File: config.mk
export PLATFORM = sky130hd
export DESIGN_NAME = fetch_queue
export DESIGN_NICKNAME = d
export VERILOG_FILES = /design/src/rtl/fetch_queue.sv
export SDC_FILE = /design/constraint.sdc
export NUM_CORES = 1
export LEC_CHECK = 0
export ABC_CLOCK_PERIOD_IN_PS = 5200
export CORE_MARGIN = 2
export CORE_UTILIZATION = 35
export DETAILED_ROUTE_END_ITERATION = 10
export GPL_TIMING_DRIVEN = 0
export SETUP_SLACK_MARGIN = 0.2
export SYNTH_ARGS = -nofsm -noshare
export SYNTH_HDL_FRONTEND = slang
export SYNTH_SLANG_ARGS = --single-unit
export TNS_END_PERCENT = 100
File: constraint.sdc
create_clock -name clk -period 5.2 [get_ports clk]
set_input_delay 0.78 -clock clk [delete_from_list [all_inputs] [get_ports clk]]
set_output_delay 0.78 -clock clk [all_outputs]
set_load 0.02 [all_outputs]
File: src/rtl/fetch_queue.sv
// Decoupled instruction-fetch front end: owns the PC, issues in-order memory
// requests, queues returned instructions for decode, and flushes on redirect.
module fetch_queue #(
  parameter int              XLEN     = 32,
  parameter int              ILEN     = 32,
  parameter int              DEPTH    = 4,
  parameter logic [XLEN-1:0] RESET_PC = 32'h0000_0000,
  parameter int              PC_STEP  = 4
) (
  input  logic            clk,
  input  logic            reset,
  input  logic            redirect_valid,
  input  logic [XLEN-1:0] redirect_pc,
  output logic            imem_req_valid,
  output logic [XLEN-1:0] imem_req_addr,
  input  logic            imem_req_ready,
  input  logic            imem_resp_valid,
  input  logic [ILEN-1:0] imem_resp_data,
  output logic            out_valid,
  output logic [ILEN-1:0] out_instr,
  output logic [XLEN-1:0] out_pc,
  input  logic            out_ready
);

  localparam int              AW     = $clog2(DEPTH);
  localparam int              CW     = AW + 1;
  localparam logic [CW:0]     LIMIT  = DEPTH[CW:0];
  localparam logic [XLEN-1:0] STEP_W = XLEN'(PC_STEP);

  logic [XLEN-1:0]  pc;
  logic [AW-1:0]    alloc_ptr;
  logic [AW-1:0]    fill_ptr;
  logic [AW-1:0]    head_ptr;
  logic [CW-1:0]    occ;
  logic [CW-1:0]    pend;
  logic [CW-1:0]    drop_cnt;
  logic [DEPTH-1:0] slot_filled;
  logic [XLEN-1:0]  slot_pc    [DEPTH];
  logic [ILEN-1:0]  slot_instr [DEPTH];

  logic req_fire;
  logic resp_take;
  logic resp_drop;
  logic pop;

  // Stale responses still owed count against the issue budget, so the memory
  // never has more than DEPTH requests in flight.
  assign imem_req_valid = reset && !redirect_valid &&
                          (({1'b0, occ} + {1'b0, drop_cnt}) < LIMIT);
  assign imem_req_addr  = pc;
  assign req_fire       = imem_req_valid && imem_req_ready;

  assign resp_drop = imem_resp_valid && (drop_cnt != '0);
  assign resp_take = imem_resp_valid && (drop_cnt == '0) && !redirect_valid;

  assign out_valid = slot_filled[head_ptr] && (occ != '0) && !redirect_valid;
  assign out_instr = slot_instr[head_ptr];
  assign out_pc    = slot_pc[head_ptr];
  assign pop       = out_valid && out_ready;

  always_ff @(posedge clk) begin
    if (!reset) begin
      pc          <= RESET_PC;
      alloc_ptr   <= '0;
      fill_ptr    <= '0;
      head_ptr    <= '0;
      occ         <= '0;
      pend        <= '0;
      drop_cnt    <= '0;
      slot_filled <= '0;
    end else if (redirect_valid) begin
      pc          <= redirect_pc;
      alloc_ptr   <= '0;
      fill_ptr    <= '0;
      head_ptr    <= '0;
      occ         <= '0;
      pend        <= '0;
      slot_filled <= '0;
      // Every unfilled request is now owed as a stale response, minus one
      // arriving right now.
      drop_cnt    <= drop_cnt + pend - CW'(imem_resp_valid);
    end else begin
      if (req_fire) begin
        slot_filled[alloc_ptr] <= 1'b0;
        alloc_ptr              <= alloc_ptr + AW'(1);
        pc                     <= pc + STEP_W;
      end
      if (resp_drop) begin
        drop_cnt <= drop_cnt - CW'(1);
      end
      if (resp_take) begin
        slot_filled[fill_ptr] <= 1'b1;
        fill_ptr              <= fill_ptr + AW'(1);
      end
      if (pop) begin
        slot_filled[head_ptr] <= 1'b0;
        head_ptr              <= head_ptr + AW'(1);
      end
      occ  <= occ + CW'(req_fire) - CW'(pop);
      pend <= pend + CW'(req_fire) - CW'(resp_take);
    end
  end

  always_ff @(posedge clk) begin
    if (req_fire) begin
      slot_pc[alloc_ptr] <= pc;
    end
    if (resp_take) begin
      slot_instr[fill_ptr] <= imem_resp_data;
    end
  end

endmodule

# Word level (Yosys, flattened, before mapping)
# Memories as Yosys holds them, arrays and structs flattened. A register that Yosys moved wholly into a read port is not among the register bits.
# Index checks and enable logic that the tools add are counted.
[word_totals]
output_inout_bits = 98
n_memories = 2
inputBits = 70
wordCells = 81
reg_bits = 51
ram_bits = 256
[classes]
n_mux = 27
magnitude_cmp = 7
n_bitwise = 6
addsub = 12
n_reduce_logical = 19
[memory_table]
columns = ["name", "depth", "word_bits", "rd", "rd_clocked_by_memory_dff", "wr", "line", "source"]
rows = [
  ["slot_instr", 4, 32, 1, 1, 1, "39", "logic [ILEN-1:0] slot_instr [DEPTH];"],
  ["slot_pc", 4, 32, 1, 1, 1, "38", "logic [XLEN-1:0] slot_pc [DEPTH];"],
]
[ops]
columns = ["op", "n"]
rows = [
  ["$mux W32", 2],
  ["$add A32 B3 Y32 const B", 1],
  ["$mux W4", 7],
  ["$logic_and A1 B1 Y1", 12],
  ["$lt A2 B3 Y1 const B", 3],
  ["$sub A3 B1 Y3", 3],
  ["$and A4 B4 Y4", 2],
  ["$mux W1", 8],
  ["$mux W2", 4],
  ["$not A4 Y4", 2],
  ["$add A2 B1 Y2 const B", 3],
  ["$add A3 B1 Y3", 2],
  ["$demux W1 S2", 3],
  ["$ge A2 B1 Y1 const B", 3],
  ["$mux W3", 2],
  ["$reduce_bool A3 Y1", 2],
  ["$add A3 B3 Y4", 1],
  ["$lt A4 B3 Y1 const B", 1],
  ["$or A4 B4 Y4", 1],
  ["$reduce_bool A2 Y1", 2],
  ["$add A3 B3 Y3", 1],
  ["$logic_not A3 Y1", 1],
  ["$sub A3 B1 Y3 const B", 1],
  ["$bmux W1 S2", 1],
  ["3 further kinds", 3],
]

# Depth between registers and ports, before layout
[logic_depth]
ltp_word = 15
ltp_mapped = 12
mapped_depth_nobuf = 11

# Worst setup path after synthesis
# No wires, ideal clock.
[synth_path]
path_type = "input to register"
start = "input port imem_req_ready"
end = "register pend[2]"
cell_stages = 11
t_arrival_ns = 2.954
path_buffers = 1
setup_ns = 0.128
required_ns = 5.072
setup_slack_ns = 2.119
cell_sequence = "or4b_4 -> nor3_4 -> inv_2 -> buf_2 -> ha_1 -> inv_1 -> ha_1 -> fa_1 -> xnor2_1 -> xnor2_1 -> nor2_1"
[synth_via]
elab_chain_len = 3
[synth_lines]
columns = ["element", "line", "source"]
rows = [
  ["from (decl)", "16", "input logic imem_req_ready,"],
  ["$logic_and A1 B1 Y1", "51", "assign req_fire = imem_req_valid && imem_req_ready;"],
  ["$add A3 B1 Y3", "100", "pend <= pend + CW'(req_fire) - CW'(resp_take);"],
  ["$sub A3 B1 Y3", "100", ""],
  ["to (signal assigned)", "100", ""],
  ["to (decl)", "35", "logic [CW-1:0] pend;"],
]
# No other way between the ends.
# A chain may end at the register's enable or synchronous reset.

# Final worst setup path
[layout_path]
start = "input port reset"
end = "output port imem_req_valid"
[layout_via]
elab_chain_len = 2
[layout_lines]
columns = ["element", "line", "source"]
rows = [
  ["from (decl)", "11", "input logic reset,"],
  ["$logic_and A1 B1 Y1 (2 in a row)", "48", "assign imem_req_valid = reset && !redirect_valid &&"],
  ["to (decl)", "14", "output logic imem_req_valid,"],
]
# No other way between the ends.

==> flow_summary.yaml <==
floorplanning:
  rows: 68
  ioPinCount: 168
  design.core.area_sq_mm: 0.03446
  die_x_um: 191.0
  die_h_um: 191.0
  floorplan.die_area_sq_mm: 0.03647
  initial_utilization_pct: 35.51
clock_network:
  clkLatencyLatePin_ns: 0.53
  cts-root-buf: "clkbuf_16"
  cts_max_path_buffers: 3
  cts_tree: "yes"
  cts_setup_buffers: 0
  cts_made_buffers: 35
  cts-resized-gates: 0
  cts-htree-levels: 2
  clk_transition_reported_paths_ns: 0.06
  ctsHoldBuffers: 0
  cts.sinks: 309
yosys:
  synth-async-reset-ratio_pct: 0
  synth_top_area_share_pct: 62.82
  syn_inst: 690
  synth_cell_type_count: 56
  seq_area_frac_synth_pct: 71.49
  syn-mean-instance-area_sq_um: 17.73
  yosysTopAreaCell: "edfxtp_1"
  synth_area_sq_mm: 0.01224
  syn_nets: 787
  synth_edf_count: 256
  yosys_register_bits: 309
  synthTopCellsByArea: "edfxtp_1, mux4_2, dfxtp_1"
  ys_warn_count: 0
  synth_ff_type: "edfxtp_1"
sta:
  rsz0062_at_grt: "no"
  max_freq_mhz: 252.2
  maxSlewViolCount: 0
  period_share_pct: 76.24
  period_minus_slack_ns: 3.964
  worst_pin_slew_ns: 1.022
  setup_ws_ns: 1.236
  max-slew-margin-rel_pct: 31.84
  whs_ns: 0.5110
  finalHoldViolations: 0
  tns_ns: 0
  finalSetupViolations: 0
  fin_skew_ns: 0.03208
global_routing:
  grt_antenna_before_repair: 1
  grt_overflow: 0
  grt_max_degree: 33
  grt_pass1_vias: 7215
  grt_use_total_pct: 15.84
  grt_pass1_wl_um: 43410
cells_and_area:
  drive_above_1_share_pct: 15.24
  seqCellArea_sq_mm: 0.008748
  multi_input_area_sq_mm: 0.003279
  fill_cells: 2974
  nets: 995
  syn2layout_area_growth_pct: 28.90
  mostFrequentLayoutCell: "edfxtp_1"
  final_cell_mix: "edfxtp_1, clkdlybuf4s50_1, mux4_2"
power_and_ir_drop:
  p_total_mw: 5.901
  p_leak_nw: 5.062
  p_per_area_mw_per_mm2: 374.1
  irDropWorstVdd_mv: 0.2693
place:
  gp_congestion: 0.7870
  hpwl_um: 18510
  port_buffers: 167
  place_ws_ns: 0.9558
detailed_routing:
  wire_per_inst_um: 20.66
  drc: 0
  vias: 6951
  drt_first_pass_iters: 5
  drt_iter0_drc: 496
  wl_um: 28530
  vias_per_cell: 5.033
  ant_nets: 0
status:
  status: "finished, final reports clean"
worst_setup_path:
  start_kind: "primary input"
  worst_ep_required_time_ns: 4.42
  crit_fanout: 10
  cpMostUsedCell: "clkdlybuf4s50_1"
  crit_slowest_cell: "clkdlybuf4s50_1"
  crit_path_max_incr_delay_ns: 0.62
  crit_chain: "clkdlybuf4s50_1 > nand2b_1 > clkbuf_1 > buf_1 > nor3_1 > clkdlybuf4s50_1"
  path_class: "primary input to output pin"
  critPathCaptureType: "output pin"
  cp.arrival_ns: 3.18
worst_hold_path:
  hold_path.class: "flop to flop"
flow_run:
  maxCapViolCount: 0
==> cell families (layout without fill, tap and decap cells) <==
kind of cell             Yosys count  in the layout  share of synthesized area, %
AO/OA/AOI/OAI                     78             78                         4.162
XOR/XNOR                          25             25                         1.789
adder cells (fa/ha/maj)           27             27                         2.945
buffers and inverters             56            291                         1.748
flip-flops                       309            309                         71.49
multiplexers                      70             70                         12.39
other                              0              1                             0
AND/OR/NAND/NOR                  125            125                         5.471
==> layer usage <==
metal | share of wire (%) | track usage (%)
met1 | 45 | 21.58
met2 | 48 | 25.78
met3 | 4.6 | 2.680
met4 | 2.1 | 5.367
met5 | 0 | 0
==> power breakdown <==
group	switching (mW)	internal, mW
combinational	0.287	0.260
clock	0.975	1.54
sequential	0.0641	2.77
total	1.33	4.57
==> critical path, delay by kind of cell <==
kind          cells  cell delay (ns)
buf+inv           4             2.10
simple gates      2             0.29
==> registers in the layout, summed over array words and instances, names as in the netlist, named ones only <==
signal	cells
slot_pc	128
alloc_ptr	2
fill_ptr	2
slot_instr	128
head_ptr	2
imem_req_addr	32
pend	3
slot_filled	4
drop_cnt	3
occ	3
==> Yosys cell counts, types with 3 or more instances <==
library cell	number
edfxtp_1	256
mux4_2	65
dfxtp_1	53
nand2_1	28
ha_1	24
inv_1	24
nor2_1	21
a21oi_1	20
clkbuf_1	20
nand3_1	16
and2_1	14
o21ai_0	14
xnor2_1	14
nand4_1	12
a31oi_1	11
xor2_1	11
a211oi_1	7
buf_1	7
nor3_1	7
nor2b_1	6
or4_1	5
o311ai_0	4
buf_2	3
fa_1	3
mux2i_1	3
o211ai_1	3
o31ai_1	3
==> cell type report <==
class / instances / area share (%)
sequential: 309 / 55.47
multi-input combinational: 325 / 20.79
timing repair buffer: 171 / 11.20
clock buffer: 44 / 5.965
tap: 455 / 3.609
clock inverter: 20 / 1.594
buffer: 30 / 0.7377
inverter: 26 / 0.6188
antenna: 1 / 0.01587
==> stage by stage <==
step | instances | util [%] | area [sq um]
after floorplan | 690 | - | 12240
after global placement | 1312 | 42.02 | 14480
after detailed placement | 1316 | 42.31 | 14580
after CTS | 1380 | 45.77 | 15770
after global routing | 1381 | 45.77 | 15770
final | 1381 | 45.77 | 15770
==> worst paths after layout <==
path	from	cells past startpoint	endpoint	slack [ns]
setup / recovery	reset	6	imem_req_valid	1.24
hold / removal	alloc_ptr[1]	2	alloc_ptr[1]	0.51
setup reg to reg	occ[2]	12	occ[2]	1.81
hold reg to reg	alloc_ptr[1]	2	alloc_ptr[1]	0.51
No activity file was read; power rests on OpenSTA's default activity.
